$ cat config.mk
export PLATFORM = sky130hd
export DESIGN_NAME = input_dequantizer
export DESIGN_NICKNAME = d
export VERILOG_FILES = /design/src/rtl/input_dequantizer.sv
export SDC_FILE = /design/constraint.sdc
export NUM_CORES = 2
export LEC_CHECK = 0
export ABC_AREA = 1
export CAP_MARGIN = 20
export CELL_PAD_IN_SITES_DETAIL_PLACEMENT = 1
export CELL_PAD_IN_SITES_GLOBAL_PLACEMENT = 1
export CORE_UTILIZATION = 35
export CTS_BUF_LIST = sky130_fd_sc_hd__clkbuf_16
export CTS_CLUSTER_SIZE = 25
export DETAILED_ROUTE_END_ITERATION = 12
export GPL_ROUTABILITY_DRIVEN = 0
export PLACE_DENSITY = 0.78
export SYNTH_ARGS = -nofsm -noshare
export SYNTH_HDL_FRONTEND = slang
export SYNTH_SLANG_ARGS = --single-unit
$ cat constraint.sdc
create_clock -name clk -period 21.1 [get_ports clk]
set_clock_uncertainty 0.15 [all_clocks]
set_input_delay 2.11 -clock clk [delete_from_list [all_inputs] [get_ports clk]]
set_output_delay 2.11 -clock clk [all_outputs]
set_load 0.005 [all_outputs]
$ cat src/rtl/input_dequantizer.sv
// input_dequantizer: per-lane (x - zero_point) * scale >> frac, << shift, saturate;
// two-stage pipeline with a config FSM that drains in-flight beats before swapping config.
module input_dequantizer #(
    parameter int numElements    = 4,
    parameter int inputWidth     = 8,
    parameter int outputWidth    = 20,
    parameter int fixedPointBits = 16,
    parameter int shiftBits      = 5
) (
    input  logic                                         clk,
    input  logic                                         rst,
    input  logic signed [numElements-1:0][inputWidth-1:0] x_i,
    input  logic                                         in_valid_i,
    output logic                                         in_ready_o,
    output logic signed [numElements-1:0][outputWidth-1:0] y_o,
    output logic [numElements-1:0]                       sat_o,
    output logic                                         out_valid_o,
    input  logic                                         out_ready_i,
    input  logic                                         cfg_load_i,
    input  logic [fixedPointBits-1:0]                    input_scale,
    input  logic [shiftBits-1:0]                         input_shift,
    input  logic signed [inputWidth-1:0]                 zero_point,
    output logic                                         cfg_busy_o
);
    localparam int DW = inputWidth + 1;
    localparam int PW = DW + 1;
    localparam int MW = DW + fixedPointBits;
    localparam int QW = PW + (1 << shiftBits) - 1;
    localparam logic signed [QW-1:0] YMAX = QW'((64'sd1 <<< (outputWidth - 1)) - 64'sd1);
    localparam logic signed [QW-1:0] YMIN = ~YMAX;

    typedef enum logic [1:0] {UNCFG, RUN, DRAIN} state_t;

    state_t                    state_q, state_d;
    logic [fixedPointBits-1:0] scale_q;
    logic [shiftBits-1:0]      shift_q;
    logic signed [inputWidth-1:0] zp_q;
    logic                      s1_valid_q, s2_valid_q, en, accept, cap;
    logic signed [PW-1:0]      p_d [numElements];
    logic signed [PW-1:0]      p_q [numElements];
    logic [outputWidth-1:0]    y_l [numElements];
    logic                      sat_l [numElements];
    logic signed [numElements-1:0][outputWidth-1:0] y_q;
    logic [numElements-1:0]    sat_q;

    for (genvar g = 0; g < numElements; g++) begin : g_lane
        logic signed [DW-1:0] d;
        logic [DW-1:0]        mag;
        logic [MW-1:0]        prod;
        logic signed [QW-1:0] q;
        assign d    = {x_i[g][inputWidth-1], x_i[g]} - {zp_q[inputWidth-1], zp_q};
        assign mag  = d[DW-1] ? -d : d;
        assign prod = MW'(mag) * MW'(scale_q);
        // Magnitude-domain truncation keeps rounding symmetric toward zero
        assign p_d[g] = d[DW-1] ? -$signed({1'b0, prod[MW-1:fixedPointBits]})
                                : $signed({1'b0, prod[MW-1:fixedPointBits]});
        assign q        = QW'(p_q[g]) <<< shift_q;
        assign y_l[g]   = q > YMAX ? YMAX[outputWidth-1:0] : q < YMIN ? YMIN[outputWidth-1:0] : q[outputWidth-1:0];
        assign sat_l[g] = q > YMAX || q < YMIN;
    end

    always_ff @(posedge clk or posedge rst) begin
        if (rst) state_q <= UNCFG;
        else     state_q <= state_d;
    end

    always_comb begin
        state_d = state_q;
        case (state_q)
            UNCFG:   if (cfg_load_i) state_d = RUN;
            RUN:     if (cfg_load_i && (accept || s1_valid_q || s2_valid_q)) state_d = DRAIN;
            DRAIN:   if (!s1_valid_q && !s2_valid_q) state_d = RUN;
            default: state_d = UNCFG;
        endcase
    end

    always_comb begin
        en         = !s2_valid_q || out_ready_i;
        in_ready_o = state_q == RUN && en;
        accept     = in_valid_i && in_ready_o;
        cfg_busy_o = state_q == DRAIN;
        cap        = state_q == UNCFG ? cfg_load_i :
                     state_q == RUN   ? cfg_load_i && !accept && !s1_valid_q && !s2_valid_q :
                     state_q == DRAIN && !s1_valid_q && !s2_valid_q;
    end

    always_ff @(posedge clk or posedge rst) begin
        if (rst) begin
            scale_q    <= '0;
            shift_q    <= '0;
            zp_q       <= '0;
            s1_valid_q <= 1'b0;
            s2_valid_q <= 1'b0;
            y_q        <= '0;
            sat_q      <= '0;
            for (int i = 0; i < numElements; i++) p_q[i] <= '0;
        end else begin
            if (cap) begin
                scale_q <= input_scale;
                shift_q <= input_shift;
                zp_q    <= zero_point;
            end
            if (en) begin
                s1_valid_q <= accept;
                s2_valid_q <= s1_valid_q;
                for (int i = 0; i < numElements; i++) begin
                    p_q[i]   <= p_d[i];
                    y_q[i]   <= y_l[i];
                    sat_q[i] <= sat_l[i];
                end
            end
        end
    end

    assign y_o         = y_q;
    assign sat_o       = sat_q;
    assign out_valid_o = s2_valid_q;
endmodule
; Word level (Yosys, flattened, before mapping)
; Cells that the tools add are included.
[word_totals]
regBits = 157
wordCells = 91
out_inout_bits = 87
inputBits = 66
[classes]
reduce_logical = 21
add_sub_neg = 12
n_mux = 22
n_eq_ne = 5
n_shift = 4
n_lt_le_gt_ge = 8
multipliers = 4
[ops]
columns = op, n
row1 = 41-bit by 20-bit greater-than comparator with 1-bit output (second input constant), 4
row2 = 41-bit by 20-bit < comparator with 1-bit output (second input constant), 4
row3 = 10-bit by 5-bit <<< shifter with 41-bit output, 4
row4 = 20-bit two-way mux, 8
row5 = 9-bit by 16-bit multiplier with 25-bit output, 4
row6 = 10-bit two-way mux, 4
row7 = 9-bit negator with 10-bit output, 4
row8 = 9-bit two-way mux, 4
row9 = 9-bit negator, 4
row10 = 8-bit by 8-bit subtractor with 9-bit output, 4
row11 = 1-bit logical AND, 9
row12 = 1-bit logical OR, 7
row13 = 2-bit two-way mux, 3
row14 = 2-bit one-hot mux with 3 select lines, 1
row15 = 2-bit inequality test (second input constant), 2
row16 = 1-bit zero test, 3
row17 = 3-bit AND reduction, 1
row18 = 2-bit by 1-bit equality test with 1-bit output (second input constant), 1
row19 = 2-bit equality test (second input constant), 1
row20 = 2-bit zero test, 1
row21 = 1-bit two-way mux, 2
row22 = 2-bit by 1-bit inequality test with 1-bit output (second input constant), 1

; Logic depth before layout (Yosys ltp)
[logic_depth]
word_depth = 10
mapped_depth = 46
depth_no_buf = 45

; Worst setup path after synthesis
; Ideal clock, no wire load.
[synth_timing]
path_type = input -> register
startpoint = input port x_i[0] (netlist name)
endpoint = register p_q[36] (netlist name)
arrival_ps = 8233
stages = 38
path_slack_ps = 12584
required_time_ps = 20817
n_path_buf = 3
setup_time_ps = 133
path_cell_list = inv_1 -> ha_1 -> inv_1 -> fa_1 -> nand2_1 -> o21ai_1 -> nand2_1 -> nand2_1 -> nand2_1 -> nand2_1 -> buf_2 -> inv_1 -> clkbuf_1 -> nand3_1 -> nand2_1 -> clkbuf_1 -> nor2_1 -> fa_1 -> (+2 left out) -> inv_1 -> fa_1 -> inv_1 -> ha_1 -> a21o_1 -> a21oi_1 -> o21ai_0 -> a21oi_1 -> nand3b_1 -> nand2_1 -> ha_1 -> nand3_1 -> nor2_1 -> nand3_1 -> nand2_1 -> nand2_1 -> nand3_1 -> o21ai_0
[synth_between]
elab_chain_cells = 6
[synth_lines]
columns = element, line
row1 = start: declaration, 12  ; input logic signed [numElements-1:0][inputWidth-1:0] x_i,
row2 = 8-bit by 8-bit subtractor with 9-bit output (*), 51  ; assign d = {x_i[g][inputWidth-1], x_i[g]} - {zp_q[inputWidth-1], zp_q};
row3 = 9-bit negator, 52  ; assign mag = d[DW-1] ? -d : d;
row4 = 9-bit two-way mux, 52
row5 = 9-bit by 16-bit multiplier with 25-bit output, 53  ; assign prod = MW'(mag) * MW'(scale_q);
row6 = 9-bit negator with 10-bit output, 55  ; assign p_d[g] = d[DW-1] ? -$signed({1'b0, prod[MW-1:fixedPointBits]})
row7 = 10-bit two-way mux (*), 55
row8 = end signal: indexed assignment, 107  ; p_q[i] <= p_d[i];
row9 = end: declaration, 40  ; logic signed [PW-1:0] p_q [numElements];
; Mark *: on every way between the ends. The rest lies on a longest branch, timed or not.
; A chain may end at the register's enable or synchronous reset.

; Worst setup path after layout
; Same ends and word-level chain as after synthesis.

==> summary.txt <==
Run status
  • Status: finished, final reports clean

Clock network
  • Root buffer cell: clkbuf_16
  • Postcts setup bufs: 0
  • CTS H-Tree Depth: 4
  • Clk_lat worst skew: 500 ps
  • Cts hold-fix bufs: 0
  • CTS resizes: 0
  • CTS tree: built
  • Cts bufs inserted: 17
  • CTS Sinks: 157
  • Maximum clock path buffer count: 2
  • Clock slew at reported path FFs: approximately 90 ps

Flow run
  • Max cap viols: 0

Global routing
  • Grt ovf: 0
  • Largest net degree at the start of global routing: 85
  • Vias in the first global route: 29753
  • Initial antenna violation count: 6
  • First-pass GRT wire length: 167000 um
  • Gr usage total: 0.250

Setup path
  • Slowest stage delay, CP: slightly below 900 ps
  • Worst r2r src: zp_q[1]
  • RR Endpoint: p_q[36]
  • CP Launch Point: x_i[0]
  • Max FO, Critical Path: 12
  • Worst Setup EP: p_q[36]
  • Setup Crit Path Kind: in2reg
  • Worst Setup Start Kind: input pin
  • Slowest cell on the critical path: nor4_2
  • Reg2reg path depth: 34
  • Arr. time, crit path: just over 10000 ps
  • Delay-heaviest family, CP: adder cells
  • CP Depth: 33
  • R2R Setup Slk: ~12000 ps
  • CP Capture Type: flip-flop
  • Worst EP required: between 20000 and 25000 ps
  • WP buf/inv: 6

Layout
  • Area of the multi-input gates: 0.0218 sq mm
  • Register area: ~0.004 sq mm
  • Fillers: 10468
  • ANT cells: 0
  • Syn-to-layout area delta: 10.3%
  • Share of layout cells above drive strength 1: 0.0276
  • NumNets Final: 4886

Floorplanning
  • Die area: 0.0847 sq mm
  • I/O pins: 153
  • Chip width: 291 um
  • Initial core utilization: 0.355
  • Die height: 291 um
  • Num rows: ~110
  • Core area: 0.0824 sq mm

STA
  • Final Cycle Share: 0.478
  • Final setup fails: 0
  • Max-slew headroom: 0.249
  • Unrepaired setup endpoints after global routing: false
  • Final worst path period need: between 10000 and 15000 ps
  • Slew Viols, Final: 0
  • Fin Setup TNS: 0 ps
  • Final Worst Setup Slack: approximately 11000 ps
  • Peak Freq: between 90 and 100 MHz
  • Final hold violations: 0
  • Slew @ Worst Pin: 1120 ps

Route
  • First drt pass iteration count: 5
  • Routed Antenna Nets: 0
  • Post-route DRC violation count: 0
  • Via count: 27899
  • Avg WL per Cell: 19.5 um
  • Avg Vias per Cell: 5.26
  • Total Wirelength: 103000 um
  • Initial DRC count: 1714

Min path
  • Worst hold path class: reg2reg
  • Worst Hold Path Cells: 2

Yosys
  • Synth Warn #: 0
  • Sequential fraction of the synthesis area: 0.134
  • Async set or reset register ratio after synthesis: 1.00
  • Main synth FF type: dfrtp_1
  • Post-synth net total: about 4900
  • Post-synth EDFFs: 0
  • Yosys cell types: 54
  • Mapped Area: slightly below 0.03 sq mm
  • Post-synthesis cell count: 4196
  • FF+latch count, synth: 157
  • Syn_area_per_cell: 6.97 sq um

Placed design
  • DP Worst Slack: 10560 ps
  • PortBufs: 152
  • Post-DP HPWL: 82000 um
stage by stage:
step / std cells / util / cell area [sq um] / hold WS (ps)
6_report: 5303 / 0.391 / 32200 / 336
5_1_grt: 5303 / 0.391 / 32200 / 366
4_1_cts: 5302 / 0.391 / 32200 / 341
3_5_place_dp: 5270 / 0.384 / 31700 / 320
3_3_place_gp: 5270 / 0.384 / 31700 / 311
2_1_floorplan: 4196 / - / 29200 / 296
flip-flops by register name, summed over array words and instances (netlist names):
| name | count |
|---|---|
| p_q | 40 |
| s1_valid_q | 1 |
| scale_q | 16 |
| zp_q | 8 |
| state_q | 2 |
| out_valid_o | 1 |
| sat_o | 4 |
| y_o | 80 |
| shift_q | 5 |
kinds of logic after synthesis:
kind of cell	after synthesis	share of synthesized area
adders and majority gates	600	0.359
and+or+nand+nor	1890	0.262
buffers and inverters	925	0.122
xor gates and xnor gates	50	0.0150
AOI/OAI and AO/OA	565	0.105
muxes	9	0.00325
DFF	157	0.134
cells in the mapped netlist (all sizes together), types with 2 or more instances:
master      n  share of area
o31ai       3        0.00077
o21ai     291          0.051
ha        204          0.087
clkinv      6        0.00077
nor3       33         0.0058
o221ai      2        0.00060
and3        2        0.00043
or2        12         0.0026
nand3     191          0.033
xor2       35          0.010
o21a        9         0.0023
a31oi      25         0.0054
clkbuf    147          0.019
a211oi      3        0.00077
inv       725          0.093
o311ai      4         0.0012
a21oi     183          0.032
nand2    1036           0.13
fa        396           0.27
nor4       27         0.0062
mux2i       8         0.0029
xnor2      15         0.0045
buf        47         0.0090
o2111ai     3        0.00090
dfrtp     157           0.13
nand4      32         0.0068
nand3b     14         0.0036
and2        2        0.00043
o211ai     14         0.0036
o21bai     11         0.0028
nor2      541          0.069
a221oi      3        0.00090
a21o        9         0.0023
worst min path at each step:
stage / end / start
5_1_grt: out_valid_o / s1_valid_q
3_3_place_gp: out_valid_o / s1_valid_q
2_1_floorplan: out_valid_o / s1_valid_q
3_5_place_dp: p_q[27] / p_q[27]
6_report: p_q[37] / p_q[37]
4_1_cts: p_q[27] / p_q[27]
placed cells by master, fill, tap and decap left out, types with 7 or more instances in the layout:
cell type / n
nand2_1: 1031
inv_1: 721
nor2_1: 540
fa_1: 396
ha_1: 204
o21ai_0: 201
nand3_1: 190
a21oi_1: 182
dfrtp_1: 153
clkdlybuf4s50_1: 152
o21ai_1: 84
buf_4: 46
xor2_1: 35
nand4_1: 32
nor3_1: 32
a31oi_1: 25
nor4_1: 24
clkbuf_16: 17
xnor2_1: 15
nand3b_1: 14
o211ai_1: 14
o21bai_1: 11
o21a_1: 9
a21o_1: 9
inv_6: 8
mux2i_1: 7
or2_2: 7
routing by layer:
metal | global-route usage | wire, um | vias up
met3 | 0.0425 | 6770 | 169
met2 | 0.414 | 48000 | 825
met1 | 0.331 | 45500 | 13898
li1 | - | - | 13003
met5 | 0 | 28 | -
met4 | 0.0777 | 3120 | 4
worst min-delay path, cell delays in order (launching register included):
cell and delay [ps]:
dfrtp_1 340, nand2_1 50, nand2_1 60
final cells by class:
cell class              instances  share of cell area
flip-flops and latches        157               0.122
repair buffers                199              0.0588
well taps                    1070              0.0415
multi-input cells            3114               0.675
clock inverters                15             0.00388
inverters                     731              0.0853
clock buffers                  17              0.0132
Power is not shown: default switching activity piles up to over one toggle a cycle in this logic, so the estimate is an artifact.
